### src/rtl/bolme_denetleyici_if.sv
`default_nettype none
// ============================================================================
// Module   : bolme_denetleyici_if
// Brief    : Start / operand / result handshake bundle between the AMB and
//            the multi-cycle divider sequencer.
// Revision : 1.0
// ============================================================================
interface bolme_denetleyici_if #(
   parameter int VERI_BIT = 32
);
   logic                baslat_i;
   logic [1:0]          islem_i;
   logic [VERI_BIT-1:0] bolunen_i;
   logic [VERI_BIT-1:0] bolen_i;
   logic                iptal_i;
   logic                kabul_i;
   logic                hazir_o;
   logic                mesgul_o;
   logic                gecerli_o;
   logic [VERI_BIT-1:0] sonuc_o;

   modport slave (
      input  baslat_i, islem_i, bolunen_i, bolen_i, iptal_i, kabul_i,
      output hazir_o, mesgul_o, gecerli_o, sonuc_o
   );

   modport master (
      output baslat_i, islem_i, bolunen_i, bolen_i, iptal_i, kabul_i,
      input  hazir_o, mesgul_o, gecerli_o, sonuc_o
   );
endinterface
`default_nettype wire

### src/rtl/bolme_denetleyici.sv
`default_nettype none
// ============================================================================
// Module   : bolme_denetleyici
// Brief    : Radix-2 restoring divider sequencer for DIV/DIVU/REM/REMU with
//            RISC-V divide-by-zero and overflow shortcuts. Optional result
//            cache enabled by macro BOLME_SONUC_ONBELLEK_EN.
// Revision : 1.0
// ============================================================================
module bolme_denetleyici #(
   parameter int VERI_BIT  = 32,
   parameter int SAYAC_BIT = 6
) (
   input  wire logic          clk_i,
   input  wire logic          rst_i,
   bolme_denetleyici_if.slave bus
);

   typedef enum logic [2:0] {
      BOSTA   = 3'd0,
      HAZIRLA = 3'd1,
      BOL     = 3'd2,
      DUZELT  = 3'd3,
      BITTI   = 3'd4
   } durum_t;

   durum_t               durum_q;
   logic [VERI_BIT-1:0]  bolum_q;
   logic [VERI_BIT-1:0]  bolen_q;
   logic [VERI_BIT:0]    kalan_q;
   logic [VERI_BIT-1:0]  sonuc_q;
   logic [1:0]           islem_q;
   logic                 bolum_isaret_q;
   logic                 kalan_isaret_q;
   logic [SAYAC_BIT-1:0] sayac_q;
   logic                 hazir_q;
   logic                 gecerli_q;

   logic [VERI_BIT+1:0]  w_kaydir;
   logic [VERI_BIT+1:0]  w_fark;
   logic [VERI_BIT:0]    kalan_d;
   logic [VERI_BIT-1:0]  bolum_d;
   logic [VERI_BIT-1:0]  w_bolum_son;
   logic [VERI_BIT-1:0]  w_kalan_son;
   logic                 w_sifir;
   logic                 w_tasma;
   logic [VERI_BIT-1:0]  w_ozel_sonuc;
   logic                 w_onb_isabet;
   logic [VERI_BIT-1:0]  w_onb_sonuc;

   // One restoring step: shift in the next dividend bit, keep the difference
   // only when the trial subtraction does not borrow.
   always_comb begin
      w_kaydir = {kalan_q, bolum_q[VERI_BIT-1]};
      w_fark   = w_kaydir - {2'b00, bolen_q};
      kalan_d  = w_fark[VERI_BIT+1] ? w_kaydir[VERI_BIT:0] : w_fark[VERI_BIT:0];
      bolum_d  = {bolum_q[VERI_BIT-2:0], ~w_fark[VERI_BIT+1]};
   end

   always_comb begin
      w_bolum_son = (!islem_q[0] && bolum_isaret_q) ? (~bolum_q + 1'b1) : bolum_q;
      w_kalan_son = (!islem_q[0] && kalan_isaret_q)
                    ? (~kalan_q[VERI_BIT-1:0] + 1'b1) : kalan_q[VERI_BIT-1:0];
   end

   always_comb begin
      w_sifir = (bus.bolen_i == '0);
      w_tasma = !bus.islem_i[0]
                && (bus.bolunen_i == {1'b1, {(VERI_BIT-1){1'b0}}})
                && (bus.bolen_i == '1);
      // Overflow: DIV returns the dividend itself (0x80000000), REM returns 0.
      if (w_sifir) begin
         w_ozel_sonuc = bus.islem_i[1] ? bus.bolunen_i : '1;
      end else begin
         w_ozel_sonuc = bus.islem_i[1] ? '0 : bus.bolunen_i;
      end
   end

`ifdef BOLME_SONUC_ONBELLEK_EN
   logic                onb_gecerli_q;
   logic                onb_isaretsiz_q;
   logic [VERI_BIT-1:0] onb_bolunen_q;
   logic [VERI_BIT-1:0] onb_bolen_q;
   logic [VERI_BIT-1:0] onb_bolum_q;
   logic [VERI_BIT-1:0] onb_kalan_q;
   logic [VERI_BIT-1:0] orj_bolunen_q;
   logic [VERI_BIT-1:0] orj_bolen_q;

   assign w_onb_isabet = onb_gecerli_q
                         && (bus.bolunen_i == onb_bolunen_q)
                         && (bus.bolen_i == onb_bolen_q)
                         && (bus.islem_i[0] == onb_isaretsiz_q);
   assign w_onb_sonuc  = bus.islem_i[1] ? onb_kalan_q : onb_bolum_q;
`else
   assign w_onb_isabet = 1'b0;
   assign w_onb_sonuc  = '0;
`endif

   always_ff @(posedge clk_i or posedge rst_i) begin
      if (rst_i) begin
         durum_q        <= BOSTA;
         bolum_q        <= '0;
         bolen_q        <= '0;
         kalan_q        <= '0;
         sonuc_q        <= '0;
         islem_q        <= '0;
         bolum_isaret_q <= 1'b0;
         kalan_isaret_q <= 1'b0;
         sayac_q        <= '0;
         hazir_q        <= 1'b1;
         gecerli_q      <= 1'b0;
`ifdef BOLME_SONUC_ONBELLEK_EN
         onb_gecerli_q   <= 1'b0;
         onb_isaretsiz_q <= 1'b0;
         onb_bolunen_q   <= '0;
         onb_bolen_q     <= '0;
         onb_bolum_q     <= '0;
         onb_kalan_q     <= '0;
         orj_bolunen_q   <= '0;
         orj_bolen_q     <= '0;
`endif
      end else if (bus.iptal_i) begin
         durum_q   <= BOSTA;
         hazir_q   <= 1'b1;
         gecerli_q <= 1'b0;
`ifdef BOLME_SONUC_ONBELLEK_EN
         if (durum_q == HAZIRLA || durum_q == BOL || durum_q == DUZELT) begin
            onb_gecerli_q <= 1'b0;
         end
`endif
      end else begin
         case (durum_q)
            BOSTA: begin
               if (bus.baslat_i) begin
                  islem_q <= bus.islem_i;
                  hazir_q <= 1'b0;
                  if (w_sifir || w_tasma) begin
                     sonuc_q   <= w_ozel_sonuc;
                     gecerli_q <= 1'b1;
                     durum_q   <= BITTI;
`ifdef BOLME_SONUC_ONBELLEK_EN
                     onb_gecerli_q <= 1'b0;
`endif
                  end else if (w_onb_isabet) begin
                     sonuc_q   <= w_onb_sonuc;
                     gecerli_q <= 1'b1;
                     durum_q   <= BITTI;
                  end else begin
                     bolum_q <= bus.bolunen_i;
                     bolen_q <= bus.bolen_i;
                     durum_q <= HAZIRLA;
`ifdef BOLME_SONUC_ONBELLEK_EN
                     orj_bolunen_q <= bus.bolunen_i;
                     orj_bolen_q   <= bus.bolen_i;
`endif
                  end
               end
            end

            HAZIRLA: begin
               if (!islem_q[0]) begin
                  bolum_q        <= bolum_q[VERI_BIT-1] ? (~bolum_q + 1'b1) : bolum_q;
                  bolen_q        <= bolen_q[VERI_BIT-1] ? (~bolen_q + 1'b1) : bolen_q;
                  bolum_isaret_q <= bolum_q[VERI_BIT-1] ^ bolen_q[VERI_BIT-1];
                  kalan_isaret_q <= bolum_q[VERI_BIT-1];
               end else begin
                  bolum_isaret_q <= 1'b0;
                  kalan_isaret_q <= 1'b0;
               end
               kalan_q <= '0;
               sayac_q <= SAYAC_BIT'(VERI_BIT);
               durum_q <= BOL;
            end

            BOL: begin
               kalan_q <= kalan_d;
               bolum_q <= bolum_d;
               sayac_q <= sayac_q - 1'b1;
               if (sayac_q == SAYAC_BIT'(1)) begin
                  durum_q <= DUZELT;
               end
            end

            DUZELT: begin
               sonuc_q   <= islem_q[1] ? w_kalan_son : w_bolum_son;
               gecerli_q <= 1'b1;
               durum_q   <= BITTI;
`ifdef BOLME_SONUC_ONBELLEK_EN
               onb_gecerli_q   <= 1'b1;
               onb_isaretsiz_q <= islem_q[0];
               onb_bolunen_q   <= orj_bolunen_q;
               onb_bolen_q     <= orj_bolen_q;
               onb_bolum_q     <= w_bolum_son;
               onb_kalan_q     <= w_kalan_son;
`endif
            end

            BITTI: begin
               if (bus.kabul_i) begin
                  durum_q   <= BOSTA;
                  hazir_q   <= 1'b1;
                  gecerli_q <= 1'b0;
               end
            end

            default: begin
               durum_q   <= BOSTA;
               hazir_q   <= 1'b1;
               gecerli_q <= 1'b0;
            end
         endcase
      end
   end

   assign bus.hazir_o   = hazir_q;
   assign bus.mesgul_o  = ~hazir_q;
   assign bus.gecerli_o = gecerli_q;
   assign bus.sonuc_o   = sonuc_q;

endmodule
`default_nettype wire

### src/flat_wrapper.sv
// flat-port wrapper written by rule: the top's interface ports become plain ports
module bolme_denetleyici_flat 
#(
   parameter int VERI_BIT  = 32,
   parameter int SAYAC_BIT = 6
)
  (clk_i, rst_i, bus_baslat_i, bus_islem_i, bus_bolunen_i, bus_bolen_i, bus_iptal_i, bus_kabul_i, bus_hazir_o, bus_mesgul_o, bus_gecerli_o, bus_sonuc_o);
  bolme_denetleyici_if #(.VERI_BIT(VERI_BIT)) bus_i ();
  input  wire logic clk_i;
  input  wire logic rst_i;
  input wire logic [$bits(bus_i.baslat_i)-1:0] bus_baslat_i;
  input wire logic [$bits(bus_i.islem_i)-1:0] bus_islem_i;
  input wire logic [$bits(bus_i.bolunen_i)-1:0] bus_bolunen_i;
  input wire logic [$bits(bus_i.bolen_i)-1:0] bus_bolen_i;
  input wire logic [$bits(bus_i.iptal_i)-1:0] bus_iptal_i;
  input wire logic [$bits(bus_i.kabul_i)-1:0] bus_kabul_i;
  output wire logic [$bits(bus_i.hazir_o)-1:0] bus_hazir_o;
  output wire logic [$bits(bus_i.mesgul_o)-1:0] bus_mesgul_o;
  output wire logic [$bits(bus_i.gecerli_o)-1:0] bus_gecerli_o;
  output wire logic [$bits(bus_i.sonuc_o)-1:0] bus_sonuc_o;
  assign bus_i.baslat_i = bus_baslat_i;
  assign bus_i.islem_i = bus_islem_i;
  assign bus_i.bolunen_i = bus_bolunen_i;
  assign bus_i.bolen_i = bus_bolen_i;
  assign bus_i.iptal_i = bus_iptal_i;
  assign bus_i.kabul_i = bus_kabul_i;
  assign bus_hazir_o = bus_i.hazir_o;
  assign bus_mesgul_o = bus_i.mesgul_o;
  assign bus_gecerli_o = bus_i.gecerli_o;
  assign bus_sonuc_o = bus_i.sonuc_o;
  bolme_denetleyici #(.VERI_BIT(VERI_BIT), .SAYAC_BIT(SAYAC_BIT)) u_core (.clk_i(clk_i), .rst_i(rst_i), .bus(bus_i));
endmodule
### config.mk
export PLATFORM = sky130hd
export DESIGN_NAME = bolme_denetleyici_flat
export DESIGN_NICKNAME = d
export VERILOG_FILES = /design/src/rtl/bolme_denetleyici_if.sv /design/src/rtl/bolme_denetleyici.sv /design/src/flat_wrapper.sv
export SDC_FILE = /design/constraint.sdc
export NUM_CORES = 1
export LEC_CHECK = 0
export CAP_MARGIN = 20
export CORE_ASPECT_RATIO = 0.6
export CORE_MARGIN = 3
export CORE_UTILIZATION = 35
export CTS_CLUSTER_DIAMETER = 120
export DETAILED_ROUTE_END_ITERATION = 8
export HOLD_SLACK_MARGIN = 0.06
export PLACE_DENSITY_LB_ADDON = 0.3
export REMOVE_ABC_BUFFERS = 1
export SLEW_MARGIN = 20
export SYNTH_ARGS = -nofsm -noshare
export SYNTH_HDL_FRONTEND = slang
export SYNTH_SLANG_ARGS = --single-unit
### constraint.sdc
create_clock -name clk_i -period 5.1 [get_ports clk_i]
set_input_delay 1.02 -clock clk_i [delete_from_list [all_inputs] [get_ports clk_i]]
set_output_delay 1.02 -clock clk_i [all_outputs]
set_load 0.05 [all_outputs]
==> results.tsv, run 1 <==
metric	value	unit
status	finished, final reports clean	
combPwrFrac	56.1	%
cts_hold_buf	0	
synthFlopType	dfrtp_1	
worstHoldPathType	register to register	
power.net_switching	3800	uW
n_antenna_cell	0	
grt_remaining_overflow	0	
final_common_cell	o21ai_0	
report.final.slew_viol_count	0	
gr-max-usage-layer	met1	
crit_family	simple AND/OR/NAND/NOR gates	
grt.met1_usage	36.0	%
setup_violations	0	
cts_buffers	17	
ir_drop	0.275	mV
rsz0062_at_grt	no	
swShare	48.9	%
initial_utilization	35.9	%
clock_latency	450	ps
place_congestion	0.908	
tns	0	ps
power.leakage	0.00548	uW
cts.clk_slew.worst_paths	60	ps
vias_per_cell	6.15	
drt_iter0_markers	1496	
track_usage	23.5	%
seqPwrFrac	27.8	%
skew	13.5	ps
ant_nets	0	
p_int	3980	uW
path_class	primary input to register	
slowest_stage	nor4_1	
firstDrtPassIters	6	
cts.sinks	144	
yosysTopAreaCellShare	31.8	%
critPathMaxStageDelay	580	ps
grt_max_degree	86	
cts_resized	0	
clockRootBuffer	clkbuf_16	
drive_gt1_share	6.15	%
syn_inst	1441	
groute.layer.met3.usage	4.75	%
hpwl	29.9	mm
synth_seq_cells	144	
stdcell_area	13300	sq um
fin_crit_sh	82.5	%
fin_crit	4210	ps
yosys-top-cells-area	dfrtp_1 32%, o21ai_0 7.3%, a21oi_1 4.9%	
end_kind	register	
final_core_util	42.2	%
cap_violations	0	
wl_per_cell	21.2	microns
worstPathRequired	5450	ps
crit_fanout	37	
netlist_area	11300	sq um
drt_wl_total	40.5	mm
rrSetupSlack	960	ps
cp.buffers_inverters	3	
arrival	4560	ps
gr-usage-met2	32.7	%
clock.fmax	0.238	GHz
grt_pass1_wl	63.9	mm
core_area	31400	sq um
die_h	145	microns
fp.dieArea	34400	sq um
cts.path.max_buffers	2	
slew_headroom	35.5	%
cts_tree	built	
finish.net_count	1595	
grt_pass1_vias	10800	
placedInstanceArea	12700	sq um
num_rows	50	
vias	11800	
synth_cell_types	72	
drcViolationCount	0	
synth_area_leader_cell	dfrtp_1	
seq_area_frac_synth	32.0	%
hold_violations	0	
antenna_found_initial	0	
die_x	238	microns
synth_edf_count	0	
area_growth	17.7	%
p_per_area	587	nW/um^2
tightest_slew	966	ps
post_cts_buffers	0	
cp_cell_sequence	clkdlybuf4s50_1 > nor4_1 > buf_4 > nand4_1 > or4_1 > a21oi_1 > o31ai_1 > o21ai_4 > buf_4 > o21ai_0 > o21ai_0	
synth_warnings	0	
fin_cells	1913	
async_flop_share	100	%
port_buffers	105	
avgSynthCellArea	7.81	sq um
whs	478	ps
htreeDepth	4	
startpoint_type	primary input	
clkPwrFrac	16.1	%
ios	106	
dp.cells	1882	
final_cell_mix	164 x o21ai_0, 143 x dfrtp_1, 141 x nand2_1	
-- cell families after synthesis --
family                     after synthesis  share of synthesized area (%)
DFF                                    144                           32.0
buffers and inverters                  166                           5.64
xor gates and xnor gates                89                           6.92
and+or+nand+nor                        478                           20.7
adders and majority gates               39                           4.40
AOI/OAI and AO/OA                      506                           28.5
muxes                                   19                           1.74
-- power groups by stage --
stage,registers (uW),logic [uW],clock network [uW]
after floorplan,2320,2790,0
after global placement,2150,4210,0
after detailed placement,2170,4280,0
after CTS,2150,4300,1270
after global routing,2240,4800,1320
final,2170,4360,1250
-- state kept, by name, summed over array words and instances (netlist names) --
register,cells
u_core.kalan_q,33
u_core.bolen_q,32
u_core.bolum_q,32
u_core.bus.sonuc_o,32
u_core.sayac_q,6
u_core.durum_q,3
u_core.islem_q,2
u_core.bolum_isaret_q,1
u_core.bus.gecerli_o,1
u_core.bus.hazir_o,1
u_core.kalan_isaret_q,1
-- synth_stat cells, drive strengths merged (9+ instances only) --
cell type	n
a211oi	11
a21o	23
a21oi	111
a221oi	18
a222oi	12
a32oi	17
and3	9
buf	10
clkbuf	97
dfrtp	143
ha	38
inv	59
mux2i	14
nand2	141
nand2b	11
nand3	34
nand4	17
nor2	108
nor2b	9
nor3	58
nor4	30
o21ai	167
o221ai	9
o22ai	41
o311ai	14
o31ai	27
or3	19
or4	15
xnor2	52
xor2	37
-- area by class of cell --
| cell class | instances | area [sq um] |
|---|---|---|
| Clock buffer | 25 | 475 |
| Clock inverter | 6 | 82.6 |
| Fill cell | 3116 | 18100 |
| Inverter | 59 | 226 |
| Multi-Input combinational cell | 1131 | 7070 |
| Sequential cell | 144 | 3600 |
| Tap cell | 416 | 520 |
| Timing Repair Buffer | 132 | 1280 |
-- per-stage QoR --
step                      total power [uW]  setup WS (ps)
after global placement                6360            611
after CTS                             7720            998
final                                 7780            890
after floorplan                       5110            158
after detailed placement              6440            515
after global routing                  8350            772
-- tightest hold or removal path, stage by stage, from the launching register on --
cell	delay (ps)
dfrtp_1	340
nand2_1	40
o21ai_0	60
-- worst paths after layout --
path,from,to,cells past startpoint
max in group asynchronous,rst_i,u_core.bus.hazir_o,3
setup / recovery,bus_bolunen_i[2],u_core.bolum_q[22],11
min in group asynchronous,rst_i,u_core.bus.sonuc_o[20],2
hold reg to reg,u_core.bus.sonuc_o[18],u_core.bus.sonuc_o[18],2
hold / removal,u_core.bus.sonuc_o[18],u_core.bus.sonuc_o[18],2
setup reg to reg,u_core.bolum_q[31],u_core.kalan_q[32],13
-- per-layer routing --
metal  vias up  wire (microns)
li1       5460               -
met1      5686           19400
met2       562           16700
met3        58            3580
met4         0             863
met5         -               0
Note: power is estimated with default switching activity, not from simulation.
==> run 2: changes to the inputs <==
==> constraint.sdc (replaced) <==
create_clock -name clk_i -period 4.3 [get_ports clk_i]
set_input_delay 0.86 -clock clk_i [delete_from_list [all_inputs] [get_ports clk_i]]
set_output_delay 0.86 -clock clk_i [all_outputs]
set_load 0.05 [all_outputs]
==> results.tsv, run 2 (synthesized netlist as in run 1, its figures left out) <==
metric	value	unit	change
status	finished, final reports clean		
largest_reg_flops	33		unchanged
clkPwrFrac	17.7	%	+1.6 points
die_h	145	microns	unchanged
cts_hold_buf	0		unchanged
htreeDepth	4		unchanged
grt_remaining_overflow	0		unchanged
worstPathRequired	4620	ps	-830 ps
final_cell_mix	164 x o21ai_0, 143 x dfrtp_1, 141 x nand2_1		
gr-max-usage-layer	met1		
crit_fanout	3		-92%
arrival	4110	ps	-450 ps
final_common_cell	o21ai_0		
tns	0	ps	unchanged
drt_wl_total	40.5	mm	-0.21%
cap_violations	0		unchanged
regMostFlops	u_core.kalan_q		
groute.layer.met3.usage	4.88	%	+0.13 points
core_area	31400	sq um	unchanged
setup_violations	0		unchanged
ant_nets	0		unchanged
initial_utilization	35.9	%	unchanged
fp.dieArea	34400	sq um	unchanged
grt_pass1_wl	63.8	mm	-0.16%
rsz0062_at_grt	no		
p_per_area	702	nW/um^2	+20%
post_cts_buffers	0		unchanged
area_growth	19.8	%	
wl_per_cell	21.0	microns	-0.98%
antenna_found_initial	1		+1
clock.fmax	0.264	GHz	
place_congestion	0.927		+2.2%
n_antenna_cell	0		unchanged
ir_drop	0.335	mV	+22%
vias	11600		-1.4%
cts_buffers	17		unchanged
hpwl	30.4	mm	+1.5%
track_usage	23.4	%	-0.12 points
cts_resized	0		unchanged
p_int	4940	uW	+24%
end_kind	register		
swShare	47.8	%	-1.0 points
startpoint_type	register		
power.leakage	0.00563	uW	+2.6%
port_buffers	105		unchanged
seqPwrFrac	26.9	%	-0.9 points
cts.sinks	144		unchanged
finish.net_count	1609		+0.88%
firstDrtPassIters	6		unchanged
fillCellCount	3177		+2.0%
die_x	238	microns	unchanged
slew_headroom	42.4	%	+6.8 points
skew	11.4	ps	-2.10 ps
num_rows	50		unchanged
vias_per_cell	6.02		-2.1%
drcViolationCount	0		unchanged
grt_max_degree	63		-27%
tightest_slew	864	ps	-102 ps
cts.clk_slew.worst_paths	60	ps	about the same
ios	106		unchanged
rr_worst_depth	14		+1
fin_crit	3790	ps	
combPwrFrac	55.3	%	-0.8 points
worstHoldPathType	register to register		
drt_iter0_markers	1575		+5.3%
power.net_switching	4530	uW	+19%
min_delay_path_depth	2		unchanged
grt.met1_usage	36.8	%	+0.80 points
cts_tree	built		
cts.path.max_buffers	2		unchanged
power	9470	uW	+22%
hold_violations	0		unchanged
gr-usage-met2	31.7	%	-1.0 points
clock_latency	450	ps	about the same
fin_crit_sh	88.1	%	
clockRootBuffer	clkbuf_16		
report.final.slew_viol_count	0		unchanged
path_class	register to register		
grt_pass1_vias	10800		-0.11%
drive_gt1_share	7.21	%	+1.1 points
-- run 2: cell types whose count changed in the layout (fill, tap and decap cells not counted), sizes merged --
| cell | before | now |
|---|---|---|
| bufinv | 2 | 4 |
| clkinvlp | 1 | 0 |
| buf | 27 | 41 |
| clkinv | 3 | 5 |
| clkbuf | 25 | 23 |
-- run 2: power by group through the flow --
stage | registers (uW) | clock network, uW | logic, uW
floorplan | 2760 | 0 | 3310
global placement | 2540 | 0 | 5070
detailed placement | 2550 | 0 | 5160
CTS | 2530 | 1710 | 5190
global route | 2640 | 1750 | 5800
finish | 2550 | 1680 | 5240
-- run 2: worst max-delay path, stage by stage (launching register included) --
cell and delay, ps:
dfrtp_1 370, inv_1 200, ha_1 260, inv_1 70, fa_1 440, a211oi_1 260
o21a_1 240, a21boi_0 190, o31ai_1 250, buf_4 190, a211o_1 180, nand2_1 110
a221o_1 350, a32o_1 250, or3_1 310
-- run 2: cell type report --
cell class                      count  area, sq um  area share [%]
Clock buffer                       23          498            3.69
Clock inverter                      9          153            1.13
Inverter                           59          226            1.68
Multi-Input combinational cell   1131         7060            52.3
Sequential cell                   144         3600            26.7
Tap cell                          416          520            3.86
Timing Repair Buffer              146         1430            10.6
-- run 2: worst paths after layout --
| kind | from | endpoint | slack, ps |
|---|---|---|---|
| min | u_core.bus.sonuc_o[27] | u_core.bus.sonuc_o[27] | 490 |
| max | u_core.bolum_q[31] | u_core.kalan_q[32] | 510 |
| max reg2reg | u_core.bolum_q[31] | u_core.kalan_q[32] | 510 |
| max in group asynchronous | rst_i | u_core.bus.sonuc_o[2] | 2600 |
| min in group asynchronous | rst_i | u_core.bus.sonuc_o[21] | 870 |
| min reg2reg | u_core.bus.sonuc_o[27] | u_core.bus.sonuc_o[27] | 490 |
-- run 2: layer usage --
layer  vias up  wire length (microns)  share of wire [%]
li1       5464                      -                  -
met1      5595                  19900                 49
met2       497                  16200                 40
met3        48                   3690                9.1
met4         0                    658                1.6
met5         -                      0                  0
-- run 2: through the flow --
stage / cells / area, sq um / utilization, % / hold WS, ps / worst slack (ps)
2_1_floorplan: 1334 / 10800 / - / 452 / -642
3_3_place_gp: 1895 / 12800 / 40.9 / 468 / -312
3_5_place_dp: 1896 / 12800 / 40.9 / 470 / 318
4_1_cts: 1928 / 13500 / 43.0 / 485 / 584
5_1_grt: 1928 / 13500 / 43.0 / 503 / 328
6_report: 1928 / 13500 / 43.0 / 487 / 511
